<file path="src/rtl/hammer_sprite_ctrl_if.sv">
// Hammer sprite bus: RAM read/write ports plus host bitmap-write handshake.
//   master : sprite controller (drives RAM address/write, grants host writes)
//   slave  : RAM + host side (returns read data, issues write requests)
interface hammer_sprite_ctrl_if #(
  parameter int unsigned ADDR_WIDTH = 10,
  parameter int unsigned DATA_WIDTH = 4
);
  logic [ADDR_WIDTH-1:0] addr_r;
  logic [DATA_WIDTH-1:0] ram_dout;
  logic                  we;
  logic [ADDR_WIDTH-1:0] addr_w;
  logic [DATA_WIDTH-1:0] din;
  logic                  wr_req;
  logic [ADDR_WIDTH-1:0] wr_addr;
  logic [DATA_WIDTH-1:0] wr_data;
  logic                  wr_ack;

  modport master (
    output addr_r, we, addr_w, din, wr_ack,
    input  ram_dout, wr_req, wr_addr, wr_data
  );

  modport slave (
    input  addr_r, we, addr_w, din, wr_ack,
    output ram_dout, wr_req, wr_addr, wr_data
  );
endinterface

</file>
<file path="src/rtl/hammer_sprite_ctrl.sv">
// Hammer sprite controller: swing animation FSM, 3-stage pixel read pipeline
// into the sprite bitmap RAM, and host write arbitration onto the RAM write port.
// Ports:
//   clk, reset_n            clock, asynchronous active-low reset
//   x, y                    current VGA pixel coordinate
//   org_x, org_y            sprite top-left corner
//   frame_tick, swing       per-frame pulse, swing request pulse
//   busy, hit               animation active, one-cycle strike-entry pulse
//   hammer_on, hammer_rgb   pixel visibility and colour to the pixel mux
//   bus (master)            RAM read/write ports and host write handshake
module hammer_sprite_ctrl #(
  parameter int unsigned ADDR_WIDTH = 10,
  parameter int unsigned DATA_WIDTH = 4,
  parameter int unsigned SPR_W      = 16,
  parameter int unsigned SPR_H      = 16,
  parameter int unsigned HOLD_TICKS = 6,
  parameter int unsigned TRANSP     = 0
) (
  input  logic                  clk,
  input  logic                  reset_n,
  input  logic [9:0]            x,
  input  logic [9:0]            y,
  input  logic [9:0]            org_x,
  input  logic [9:0]            org_y,
  input  logic                  frame_tick,
  input  logic                  swing,
  output logic                  busy,
  output logic                  hit,
  output logic                  hammer_on,
  output logic [DATA_WIDTH-1:0] hammer_rgb,
  hammer_sprite_ctrl_if.master  bus
);

  localparam int unsigned XB      = $clog2(SPR_W);
  localparam int unsigned YB      = $clog2(SPR_H);
  localparam int unsigned FRAME_W = ADDR_WIDTH - XB - YB;
  localparam int unsigned HOLD_W  = (HOLD_TICKS > 1) ? $clog2(HOLD_TICKS) : 1;

  localparam logic [9:0]            SPR_W_L   = 10'(SPR_W);
  localparam logic [9:0]            SPR_H_L   = 10'(SPR_H);
  localparam logic [HOLD_W-1:0]     HOLD_LAST = HOLD_W'(HOLD_TICKS - 1);
  localparam logic [DATA_WIDTH-1:0] TRANSP_L  = DATA_WIDTH'(TRANSP);

  // Encoding doubles as the displayed frame number.
  typedef enum logic [1:0] {
    IDLE    = 2'd0,
    WIND    = 2'd1,
    STRIKE  = 2'd2,
    RECOVER = 2'd3
  } state_t;

  state_t            state, state_next;
  logic [HOLD_W-1:0] hold, hold_next;
  logic              hit_next;
  logic              busy_next;

  logic [9:0] dx_c;
  logic [9:0] dy_c;
  logic       in_box_c;
  logic       in_box_d1;
  logic       in_box_d2;
  logic       grant_c;

  // Animation state register.
  always_ff @(posedge clk or negedge reset_n) begin
    if (!reset_n) begin
      state <= IDLE;
      hold  <= '0;
      busy  <= 1'b0;
      hit   <= 1'b0;
    end else begin
      state <= state_next;
      hold  <= hold_next;
      busy  <= busy_next;
      hit   <= hit_next;
    end
  end

  // Next-state: only IDLE->WIND reacts to swing; all other moves wait for frame_tick.
  always_comb begin
    state_next = state;
    hold_next  = hold;
    hit_next   = 1'b0;
    unique case (state)
      IDLE: begin
        if (swing) state_next = WIND;
      end
      WIND: begin
        if (frame_tick) begin
          state_next = STRIKE;
          hit_next   = 1'b1;
          hold_next  = '0;
        end
      end
      STRIKE: begin
        if (frame_tick) begin
          if (hold == HOLD_LAST) state_next = RECOVER;
          else                   hold_next  = hold + HOLD_W'(1);
        end
      end
      RECOVER: begin
        if (frame_tick) state_next = IDLE;
      end
      default: state_next = IDLE;
    endcase
    busy_next = (state_next != IDLE);
  end

  // Sprite-relative offset; negative offsets wrap large and fall outside the box.
  assign dx_c     = x - org_x;
  assign dy_c     = y - org_y;
  assign in_box_c = (dx_c < SPR_W_L) && (dy_c < SPR_H_L);

  // Read pipeline: address (frame sampled here), RAM latency, then colour/visibility.
  always_ff @(posedge clk or negedge reset_n) begin
    if (!reset_n) begin
      bus.addr_r <= '0;
      in_box_d1  <= 1'b0;
      in_box_d2  <= 1'b0;
      hammer_on  <= 1'b0;
      hammer_rgb <= '0;
    end else begin
      if (in_box_c) begin
        bus.addr_r <= {FRAME_W'(state), dy_c[YB-1:0], dx_c[XB-1:0]};
      end
      in_box_d1  <= in_box_c;
      in_box_d2  <= in_box_d1;
      hammer_on  <= in_box_d2 && (bus.ram_dout != TRANSP_L);
      hammer_rgb <= in_box_d2 ? bus.ram_dout : '0;
    end
  end

  // Grant only in IDLE without a competing swing; the ack cycle itself never
  // grants, so a held request alternates grant / idle.
  assign grant_c = bus.wr_req && (state == IDLE) && !swing && !bus.wr_ack;

  // Write port: one-cycle write strobe and ack per grant.
  always_ff @(posedge clk or negedge reset_n) begin
    if (!reset_n) begin
      bus.we     <= 1'b0;
      bus.wr_ack <= 1'b0;
      bus.addr_w <= '0;
      bus.din    <= '0;
    end else begin
      bus.we     <= grant_c;
      bus.wr_ack <= grant_c;
      bus.addr_w <= grant_c ? bus.wr_addr : '0;
      bus.din    <= grant_c ? bus.wr_data : '0;
    end
  end

endmodule

</file>
<file path="src/flat_wrapper.sv">
// flat-port wrapper written by rule: the top's interface ports become plain ports
module hammer_sprite_ctrl_flat 
#(
  parameter int unsigned ADDR_WIDTH = 10,
  parameter int unsigned DATA_WIDTH = 4,
  parameter int unsigned SPR_W      = 16,
  parameter int unsigned SPR_H      = 16,
  parameter int unsigned HOLD_TICKS = 6,
  parameter int unsigned TRANSP     = 0
)
  (clk, reset_n, x, y, org_x, org_y, frame_tick, swing, busy, hit, hammer_on, hammer_rgb, bus_addr_r, bus_we, bus_addr_w, bus_din, bus_wr_ack, bus_ram_dout, bus_wr_req, bus_wr_addr, bus_wr_data);
  hammer_sprite_ctrl_if #(.ADDR_WIDTH(ADDR_WIDTH), .DATA_WIDTH(DATA_WIDTH)) bus_i ();
  input  logic clk;
  input  logic reset_n;
  input  logic [9:0] x;
  input  logic [9:0] y;
  input  logic [9:0] org_x;
  input  logic [9:0] org_y;
  input  logic frame_tick;
  input  logic swing;
  output logic busy;
  output logic hit;
  output logic hammer_on;
  output logic [DATA_WIDTH-1:0] hammer_rgb;
  output wire logic [$bits(bus_i.addr_r)-1:0] bus_addr_r;
  output wire logic [$bits(bus_i.we)-1:0] bus_we;
  output wire logic [$bits(bus_i.addr_w)-1:0] bus_addr_w;
  output wire logic [$bits(bus_i.din)-1:0] bus_din;
  output wire logic [$bits(bus_i.wr_ack)-1:0] bus_wr_ack;
  input wire logic [$bits(bus_i.ram_dout)-1:0] bus_ram_dout;
  input wire logic [$bits(bus_i.wr_req)-1:0] bus_wr_req;
  input wire logic [$bits(bus_i.wr_addr)-1:0] bus_wr_addr;
  input wire logic [$bits(bus_i.wr_data)-1:0] bus_wr_data;
  assign bus_addr_r = bus_i.addr_r;
  assign bus_we = bus_i.we;
  assign bus_addr_w = bus_i.addr_w;
  assign bus_din = bus_i.din;
  assign bus_wr_ack = bus_i.wr_ack;
  assign bus_i.ram_dout = bus_ram_dout;
  assign bus_i.wr_req = bus_wr_req;
  assign bus_i.wr_addr = bus_wr_addr;
  assign bus_i.wr_data = bus_wr_data;
  hammer_sprite_ctrl #(.ADDR_WIDTH(ADDR_WIDTH), .DATA_WIDTH(DATA_WIDTH), .SPR_W(SPR_W), .SPR_H(SPR_H), .HOLD_TICKS(HOLD_TICKS), .TRANSP(TRANSP)) u_core (.clk(clk), .reset_n(reset_n), .x(x), .y(y), .org_x(org_x), .org_y(org_y), .frame_tick(frame_tick), .swing(swing), .busy(busy), .hit(hit), .hammer_on(hammer_on), .hammer_rgb(hammer_rgb), .bus(bus_i));
endmodule
</file>
<file path="config.mk">
export PLATFORM = sky130hd
export DESIGN_NAME = hammer_sprite_ctrl_flat
export DESIGN_NICKNAME = d
export VERILOG_FILES = /design/src/rtl/hammer_sprite_ctrl_if.sv /design/src/rtl/hammer_sprite_ctrl.sv /design/src/flat_wrapper.sv
export SDC_FILE = /design/constraint.sdc
export NUM_CORES = 1
export LEC_CHECK = 0
export BUFFER_PORTS_ARGS = -buffer_cell sky130_fd_sc_hd__buf_2
export CAP_MARGIN = 20
export CORE_UTILIZATION = 44
export DETAILED_ROUTE_END_ITERATION = 7
export PLACE_DENSITY = 0.84
export SYNTH_ARGS = -nofsm -noshare
export SYNTH_HDL_FRONTEND = slang
export SYNTH_SLANG_ARGS = --single-unit
</file>
<file path="constraint.sdc">
create_clock -name clk -period 1.4 [get_ports clk]
set_clock_uncertainty 0.1 [all_clocks]
set_input_delay 0.07 -clock clk [delete_from_list [all_inputs] [get_ports clk]]
set_output_delay 0.07 -clock clk [all_outputs]
set_load 0.02 [all_outputs]
</file>
Yosys cells after proc, flatten, opt, wreduce, memory -nomap -nowiden
Index checks and enable logic that the tools add are counted.
W data, S select, Z words.
{"block": "op_classes", "addsub": 3, "order_cmp": 2, "n_eq_ne": 7, "n_mux": 15, "n_reduce_logical": 12}
{"operator": "$lt A10 B5 Y1 const B", "n": 2}
{"operator": "$sub A10 B10 Y10", "n": 2}
{"operator": "$mux W10", "n": 1}
{"operator": "$mux W2", "n": 5}
{"operator": "$mux W3", "n": 3}
{"operator": "$mux W4", "n": 2}
{"operator": "$pmux W2 S4", "n": 1}
{"operator": "$ne A2 B2 Y1 const B", "n": 3}
{"operator": "$pmux W3 S2", "n": 1}
{"operator": "$logic_and A1 B1 Y1", "n": 5}
{"operator": "$eq A2 B2 Y1 const B", "n": 2}
{"operator": "$reduce_and A4 Y1", "n": 1}
{"operator": "$reduce_bool A2 Y1", "n": 2}
{"operator": "$reduce_bool A4 Y1", "n": 1}
{"operator": "$add A3 B1 Y3 const B", "n": 1}
{"operator": "$eq A3 B3 Y1 const B", "n": 1}
{"operator": "$eq A2 B1 Y1 const B", "n": 1}
{"operator": "$logic_not A1 Y1", "n": 2}
{"operator": "$logic_not A2 Y1", "n": 1}
{"operator": "$mux W1", "n": 2}
{"block": "word_totals", "register_bits": 39, "in_bits": 63, "elab_cells": 51}

Depth between registers and ports, before layout
Gate-level depths: netlist of run 1.
{"block": "logic_depth", "word_depth": 5, "ltp_mapped": 11, "depth_no_buf": 11}

Worst setup path before layout of run 1
Ideal clock, no wire load.
{"block": "synth_timing", "path_type": "input to register", "from": "input y[0]", "to": "register u_core.bus.addr_r[1]", "arrival_ns": 2.540, "setup_slack_ns": -1.365, "stages": 11, "cell_sequence": "inv_1 -> ha_1 -> inv_1 -> fa_1 -> a21oi_1 -> o22ai_1 -> mux2i_1 -> nor4_1 -> o2111ai_1 -> nor4_4 -> mux2_2"}
{"block": "synth_between", "elab_chain_cells": 3}
{"item": "from (decl)", "line_no": "flat_wrapper.sv:16", "source": "input logic [9:0] y;"}
{"item": "$sub A10 B10 Y10", "line_no": "hammer_sprite_ctrl.sv:111", "source": "assign dy_c = y - org_y;"}
{"item": "$lt A10 B5 Y1", "line_no": "hammer_sprite_ctrl.sv:112", "source": "assign in_box_c = (dx_c < SPR_W_L) && (dy_c < SPR_H_L);"}
{"item": "$logic_and A1 B1 Y1", "line_no": "hammer_sprite_ctrl.sv:112"}
{"item": "to (signal assigned)", "line_no": "hammer_sprite_ctrl.sv:124", "source": "bus.addr_r <= {FRAME_W'(state), dy_c[YB-1:0], dx_c[XB-1:0]};"}
{"item": "to (decl)", "line_no": "hammer_sprite_ctrl_if.sv:19", "source": "output addr_r, we, addr_w, din, wr_ack,"}
No other way between the ends.
A chain may end at the register's enable or synchronous reset.

Worst setup path after layout of run 1
{"block": "layout_timing", "from": "input y[0]", "to": "register u_core.bus.addr_r[6]"}
{"block": "layout_between", "elab_chain_cells": 3}
{"item": "$sub A10 B10 Y10 *", "line_no": "hammer_sprite_ctrl.sv:111"}
{"item": "$lt A10 B5 Y1", "line_no": "hammer_sprite_ctrl.sv:112"}
{"item": "$logic_and A1 B1 Y1", "line_no": "hammer_sprite_ctrl.sv:112"}
Mark *: on every way between the ends. The rest lies on a longest branch, timed or not.

==> results.md, run 1 <==
- Run status: finished with violations
- Failing checks: negative setup slack
- Setup TNS Final: -11.13 ns
- Share of the synthesized area in the top cell type: between 30 and 40%
- RSZ-0062 raised after global routing: true
- Vias: around 2.3k
- Hold/Removal Path Class: in2reg
- Power per cell area: 914 nW/um^2
- Peak VDD IR: 703 uV
- Post-route setup slack: -1.09 ns
- Row cnt: 26
- Die Ht: approximately 77 um
- Cts bufs inserted: 5
- Root buffer cell: clkbuf_8
- Max cap viols: 0
- Worst-Margin Slew: 0.450 ns
- Synth top area cells: dfrtp_1, ha_1, inv_1
- Syn avg cell area: between 10 and 15 sq um
- Finished Cell Area: 3740 sq um
- Seq cells post-synth: 39
- Leakage power: 1.98 nW
- Post-Synth Simple-Gate Area: 17.1%
- Worst-path cell chain: buf_8, inv_12, ha_4, inv_2, fa_2, a21oi_2, o22ai_2, mux2i_1, nor4_2, o2111ai_2, nor4_4, buf_4, clkbuf_16, mux2_4
- Initial antenna violation count: 0
- Drt pass-1 iters: 4
- DP Cell Count: 439
- Worst skew pair latency: 0.29 ns
- Post-layout util: 71.3%
- Routed wire length: 6040 um
- Initial cell density of the core: 46.6%
- Vias per inst: 4.91
- Pins over their slew limit: 0
- Main combinational cell family by area after synthesis: simple AND/OR/NAND/NOR gates
- P&R area growth vs syn: 53.0%
- Most common cell after layout, fill and taps aside: buf_2
- XOR/XNOR Fraction of Synth Area: 2.51%
- Proportion of synthesized area in mux cells: roughly 6.6%
- Max_slew headroom: 70.0%
- Final setup viols: 11
- Grt ovf: 0
- Last weighted congestion value of the routability-driven placer: 0.883
- Crit Path Class: in2reg
- Post-synthesis sequential area ratio: 40.0%
- Post-route ant nets: 0
- Tcrit/Tclk final: 178%
- Hold WS: approximately 0.017 ns
- Clock tree from TritonCTS: built
- Die Span X: roughly 77 um
- Final Hold Viols: 0
- Synth Instances: 242
- GR Util All Layers: 20.8%
- Clock buffer depth: 2
- Number of global-route vias before repair: 2321
- Starting DRT DRC Count: a little under 80
- Post-DP HPWL: 4440 um
- First-pass GRT wire length: 9830 um
- Synth warn: 0
- Commonest non-fill, non-tap cells in the layout: buf_2, buf_4, dfrtp_1
- Core Box Area: 5240 sq um
- Crit path max-delay cell type: fa_2
- Post-synth EDFFs: 0
- # clock sinks: 39
- Main synth FF type: dfrtp_1
- CP max stage delay: 0.39 ns
- Area of the multi-input gates: ~1400 sq um
- Fin cells: 472
- Fill cells: 363
- Max Freq: 402 MHz
- Register area: 977 sq um
- Die footprint: 5850 sq um
- Clk slew on worst S/H paths: roughly 0.060 ns
- Worst EP arrival: 2.55 ns
- # DRC: 0
- Synth Net Count: roughly 330
- Yosys cell types: 48
- Ant diodes: 0
- Final min period: approximately 2.5 ns
- Share of cells above drive strength 1: approximately 45%
- IO buf count: 95
- Critical path fanouts, max: 5
- Top-Level Pins: 96
- Setup crit end kind: flop
- Largest net degree at the start of global routing: 40
- Post-synth ARST share: 100%
- Synthesized area: 2440 sq um
- Crit start category: input pin
- Routed WL per cell: 12.8 um
- Fin nets: 488
- H-tree Lvls: 2
- Post-Synth Adder-Cell Area: 11.9%
- Synth Area in Compound Gates: 14.5%
- Top cell type by total area after synthesis: dfrtp_1
- Cell Area, Placed: about 3300 sq um
- Worst path required time: 1.47 ns
-- worst max-delay path: cells and delay by family --
kind	cells	cell delay (ns)
fa+ha+maj	2	0.51
simple gates	2	0.53
mux	2	0.43
buf+inv	5	0.52
compound gates	3	0.49
-- metrics by stage --
step	power, mW	worst slack [ns]
after CTS	3.35	-0.986
final	3.41	-1.09
after global placement	2.55	-1.26
after floorplan	2.18	-1.28
after detailed placement	2.61	-1.40
after global routing	3.62	-1.18
-- cell type report --
| cell class | instances | share of cell area, % |
|---|---|---|
| Sequential cell | 39 | 26.2 |
| Clock buffer | 6 | 1.94 |
| Multi-Input combinational cell | 167 | 37.9 |
| Timing Repair Buffer | 159 | 28.1 |
| Inverter | 31 | 3.52 |
| Tap cell | 70 | 2.34 |
-- sequential cells by signal (all words and copies together), names as in the netlist --
name and cells:
u_core.bus.addr_r 10, u_core.bus.addr_w 10, u_core.bus.din 4, u_core.bus.we 1
u_core.busy 1, u_core.hammer_on 1, u_core.hammer_rgb 4, u_core.hit 1
u_core.hold 3, u_core.in_box_d1 1, u_core.in_box_d2 1, u_core.state 2
-- path summary, 6_finish.rpt --
path / from / to / slack (ns) / cells past startpoint
worst max-delay path: y[0] / u_core.bus.addr_r[6]$_DFFE_PN0P_ / -1.09 / 14
worst min-delay path: org_x[0] / u_core.bus.addr_r[0]$_DFFE_PN0P_ / 0.02 / 3
worst max register to register: u_core.hold[1]$_DFFE_PN0P_ / u_core.busy$_DFF_PN0_ / 0.04 / 6
worst min register to register: u_core.in_box_d1$_DFF_PN0_ / u_core.in_box_d2$_DFF_PN0_ / 0.25 / 0
max in group asynchronous: reset_n / u_core.state[0]$_DFF_PN0_ / 0.61 / 3
min in group asynchronous: reset_n / u_core.hit$_DFF_PN0_ / 0.25 / 3
-- repair_timing --
| item | in CTS | in global routing |
|---|---|---|
| resized for setup | 8 | 8 |
| cloned | 0 | 1 |
| buffers inserted | 4 | 4 |
| endpoints found under the hold margin | 58 | 0 |
| setup endpoints to repair | 12 | 14 |
| pin swaps | 3 | 6 |
| hold buffers | 19 | 0 |
-- cell families (layout without fill, tap and decap cells) --
logic type	count (synthesis)	count (layout)
AOI/OAI and AO/OA	51	51
xor gates and xnor gates	7	7
adders and majority gates	22	22
buffers and inverters	36	196
DFF	39	39
muxes	15	15
and+or+nand+nor	72	72
-- power breakdown --
group / internal, mW / switching (mW)
combinational: 0.700 / 0.680
sequential: 1.26 / 0.109
clock: 0.331 / 0.338
total: 2.29 / 1.13
-- cells in the mapped netlist, types with 2 or more instances --
master / instances
dfrtp_1: 39
inv_1: 31
ha_1: 20
and2_1: 18
nand2_1: 12
a21oi_1: 10
nor2_1: 10
mux2_2: 9
o21ai_0: 9
mux2i_1: 6
nand3_1: 6
a21o_1: 5
xnor2_1: 5
nand2b_1: 4
nand3b_1: 4
nor4_1: 4
o21a_1: 4
a211oi_1: 3
nor3_1: 3
o21bai_1: 3
a22o_1: 2
buf_6: 2
fa_1: 2
nand4_1: 2
nor2b_1: 2
o221ai_1: 2
o22ai_1: 2
or2b_2: 2
xor2_1: 2
-- layer usage --
metal | routed length, um | vias to the layer above | global-route usage [%]
met4 | 79 | 0 | 4.04
met5 | 0 | - | 0
met2 | 3330 | 67 | 41.4
met3 | 210 | 11 | 3.83
li1 | - | 1159 | -
met1 | 2420 | 1081 | 22.6
(Power assumes the default switching activity.)
==> run 2, diff against run 1 <==
CORE_MARGIN = 8   (was default)
==> run 2 against run 1 <==
Net effect:
- the flow still finishes with violations (negative setup slack)
- via count up 1.3%
- cell area up 3.6%
- fmax up 5.8%
- final cell count up 1.5%
- hold slack worse by 0.0096 ns
- critical path type unchanged
- largest power group unchanged
- highest routed layer unchanged
==> results.md, run 2 (synthesis gave the netlist of run 1 again) <==
- Run status: finished with violations
- Failing checks: negative setup slack
- CP max stage delay: 0.39 ns
- Commonest non-fill, non-tap cells in the layout: buf_2, buf_4, dfrtp_1
- Die footprint: between 8000 and 9000 sq um
- Post-route setup slack: -0.950 ns
- Ant diodes: 0
- Hold/Removal Path Class: in2reg
- Setup TNS Final: -9.89 ns
- Leakage power: 2.02 nW
- PnR Total Power: 3.83 mW
- Vias per inst: between 4 and 5
- GR Util All Layers: 16.8%
- Largest net degree at the start of global routing: 40
- Tcrit/Tclk final: 168%
- Max Freq: roughly 430 MHz
- Vias: about 2.3k
- Initial cell density of the core: 44.9%
- Routed WL per cell: 14.7 um
- Fill cells: 371
- Last weighted congestion value of the routability-driven placer: 0.860
- Crit path max-delay cell type: fa_2
- Top-Level Pins: 96
- Starting DRT DRC Count: 46
- Post-route ant nets: 0
- H-tree Lvls: 2
- Peak VDD IR: roughly 610 uV
- Share of cells above drive strength 1: 47.9%
- Post-DP HPWL: 5240 um
- Worst EP arrival: ~2.4 ns
- Root buffer cell: clkbuf_8
- Pins over their slew limit: 0
- Clk slew on worst S/H paths: 0.07 ns
- Worst-path cell chain: buf_8, inv_12, ha_4, inv_2, fa_2, a21oi_4, o22ai_2, mux2i_1, nor4_2, o2111ai_2, nor4_4, buf_4, mux2_4
- Top delay family on crit path: simple AND/OR/NAND/NOR gates
- Crit path buf inv count: 4
- Core Box Area: roughly 5400 sq um
- Die Span X: 90.5 um
- Max_slew headroom: 69.4%
- Worst path required time: 1.47 ns
- # DRC: 0
- Routed wire length: ~7000 um
- Power per cell area: 989 nW/um^2
- Cts bufs inserted: 5
- Final setup viols: 11
- P&R area growth vs syn: 58.5%
- Clock tree from TritonCTS: built
- First-pass GRT wire length: 11600 um
- Die Ht: 90.5 um
- Top Registers: u_core.bus.addr_r: 10 flops, u_core.bus.addr_w: 10 flops
- Most common cell after layout, fill and taps aside: buf_2
- Crit Path Class: in2reg
- Drt pass-1 iters: 4
- Number of global-route vias before repair: 2479
- Worst skew pair latency: approximately 0.28 ns
- Final min period: between 2 and 2.5 ns
- # clock sinks: 39
- Crit start category: input pin
- Row cnt: 27
- RSZ-0062 raised after global routing: true
- Initial antenna violation count: 0
- Clock buffer depth: 2
- Max cap viols: 0
- IO buf count: 95
- Worst-Margin Slew: ~0.46 ns
- Fin nets: 491
- Setup crit end kind: flop
- Final Hold Viols: 0
- Critical path fanouts, max: 4
- Grt ovf: 0
run 2: changes by cell type in the layout (fill, tap and decap cells not counted), sizes merged:
cell | previous run | this run
clkinv | 0 | 1
clkbuf | 7 | 6
bufinv | 0 | 1
buf | 139 | 143
run 2: final cells by class:
class                           count  area, sq um  area share [%]
Clock buffer                        6         82.6            2.13
Clock inverter                      2         35.0           0.905
Inverter                           31          134            3.46
Multi-Input combinational cell    167         1490            38.5
Sequential cell                    39          976            25.2
Tap cell                           72         90.1            2.33
Timing Repair Buffer              162         1060            27.4
run 2: worst min-delay path, stage by stage:
cell     delay [ns]
buf_2          0.10
ha_4           0.12
mux2i_1        0.06
run 2: worst paths after layout:
check / start / to / slack [ns] / depth (start not counted)
min in group asynchronous: reset_n / u_core.bus.din[2]$_DFF_PN0_ / 0.29 / 3
max in group asynchronous: reset_n / u_core.in_box_d2$_DFF_PN0_ / 0.59 / 3
setup reg to reg: u_core.hold[0]$_DFFE_PN0P_ / u_core.busy$_DFF_PN0_ / 0.03 / 5
hold / removal: org_x[0] / u_core.bus.addr_r[0]$_DFFE_PN0P_ / 0.008 / 3
hold reg to reg: u_core.in_box_d1$_DFF_PN0_ / u_core.in_box_d2$_DFF_PN0_ / 0.26 / 0
setup / recovery: y[0] / u_core.bus.addr_r[2]$_DFFE_PN0P_ / -0.95 / 13
run 2: per-layer routing:
metal / wire length (um) / vias up / share of wire [%] / GRT usage (%)
met2: 3420 / 96 / 49 / 29.5
li1: - / 1166 / - / -
met4: 95 / 0 / 1.4 / 4.99
met3: 528 / 10 / 7.5 / 4.57
met1: 2990 / 1075 / 42 / 19.4
met5: 0 / - / 0 / 0
run 2: timing repair:
| action | CTS | global route |
|---|---|---|
| endpoints found under the hold margin | 58 | 0 |
| pin swaps | 9 | 10 |
| setup buffers | 4 | 1 |
| gates resized for setup | 9 | 21 |
| hold buffers | 19 | 0 |
| endpoints found under the setup margin | 12 | 21 |
run 2: power breakdown:
group | total (mW) | switching [mW] | internal, mW
clock | 0.945 | 0.369 | 0.576
combinational | 1.51 | 0.724 | 0.785
sequential | 1.38 | 0.124 | 1.25
total | 3.83 | 1.22 | 2.61
run 2: metrics by stage:
step | setup WS (ns) | hold slack, ns | utilization, % | area, sq um | cells
final | -0.950 | 0.00764 | 71.2 | 3870 | 479
after detailed placement | -1.33 | 0.0453 | 62.3 | 3390 | 447
after CTS | -0.885 | 0.00120 | 69.2 | 3770 | 478
after floorplan | -1.28 | -0.326 | - | 2550 | 242
after global placement | -1.25 | 0.0400 | 62.3 | 3390 | 447
after global routing | -1.04 | 0.000596 | 71.2 | 3870 | 479
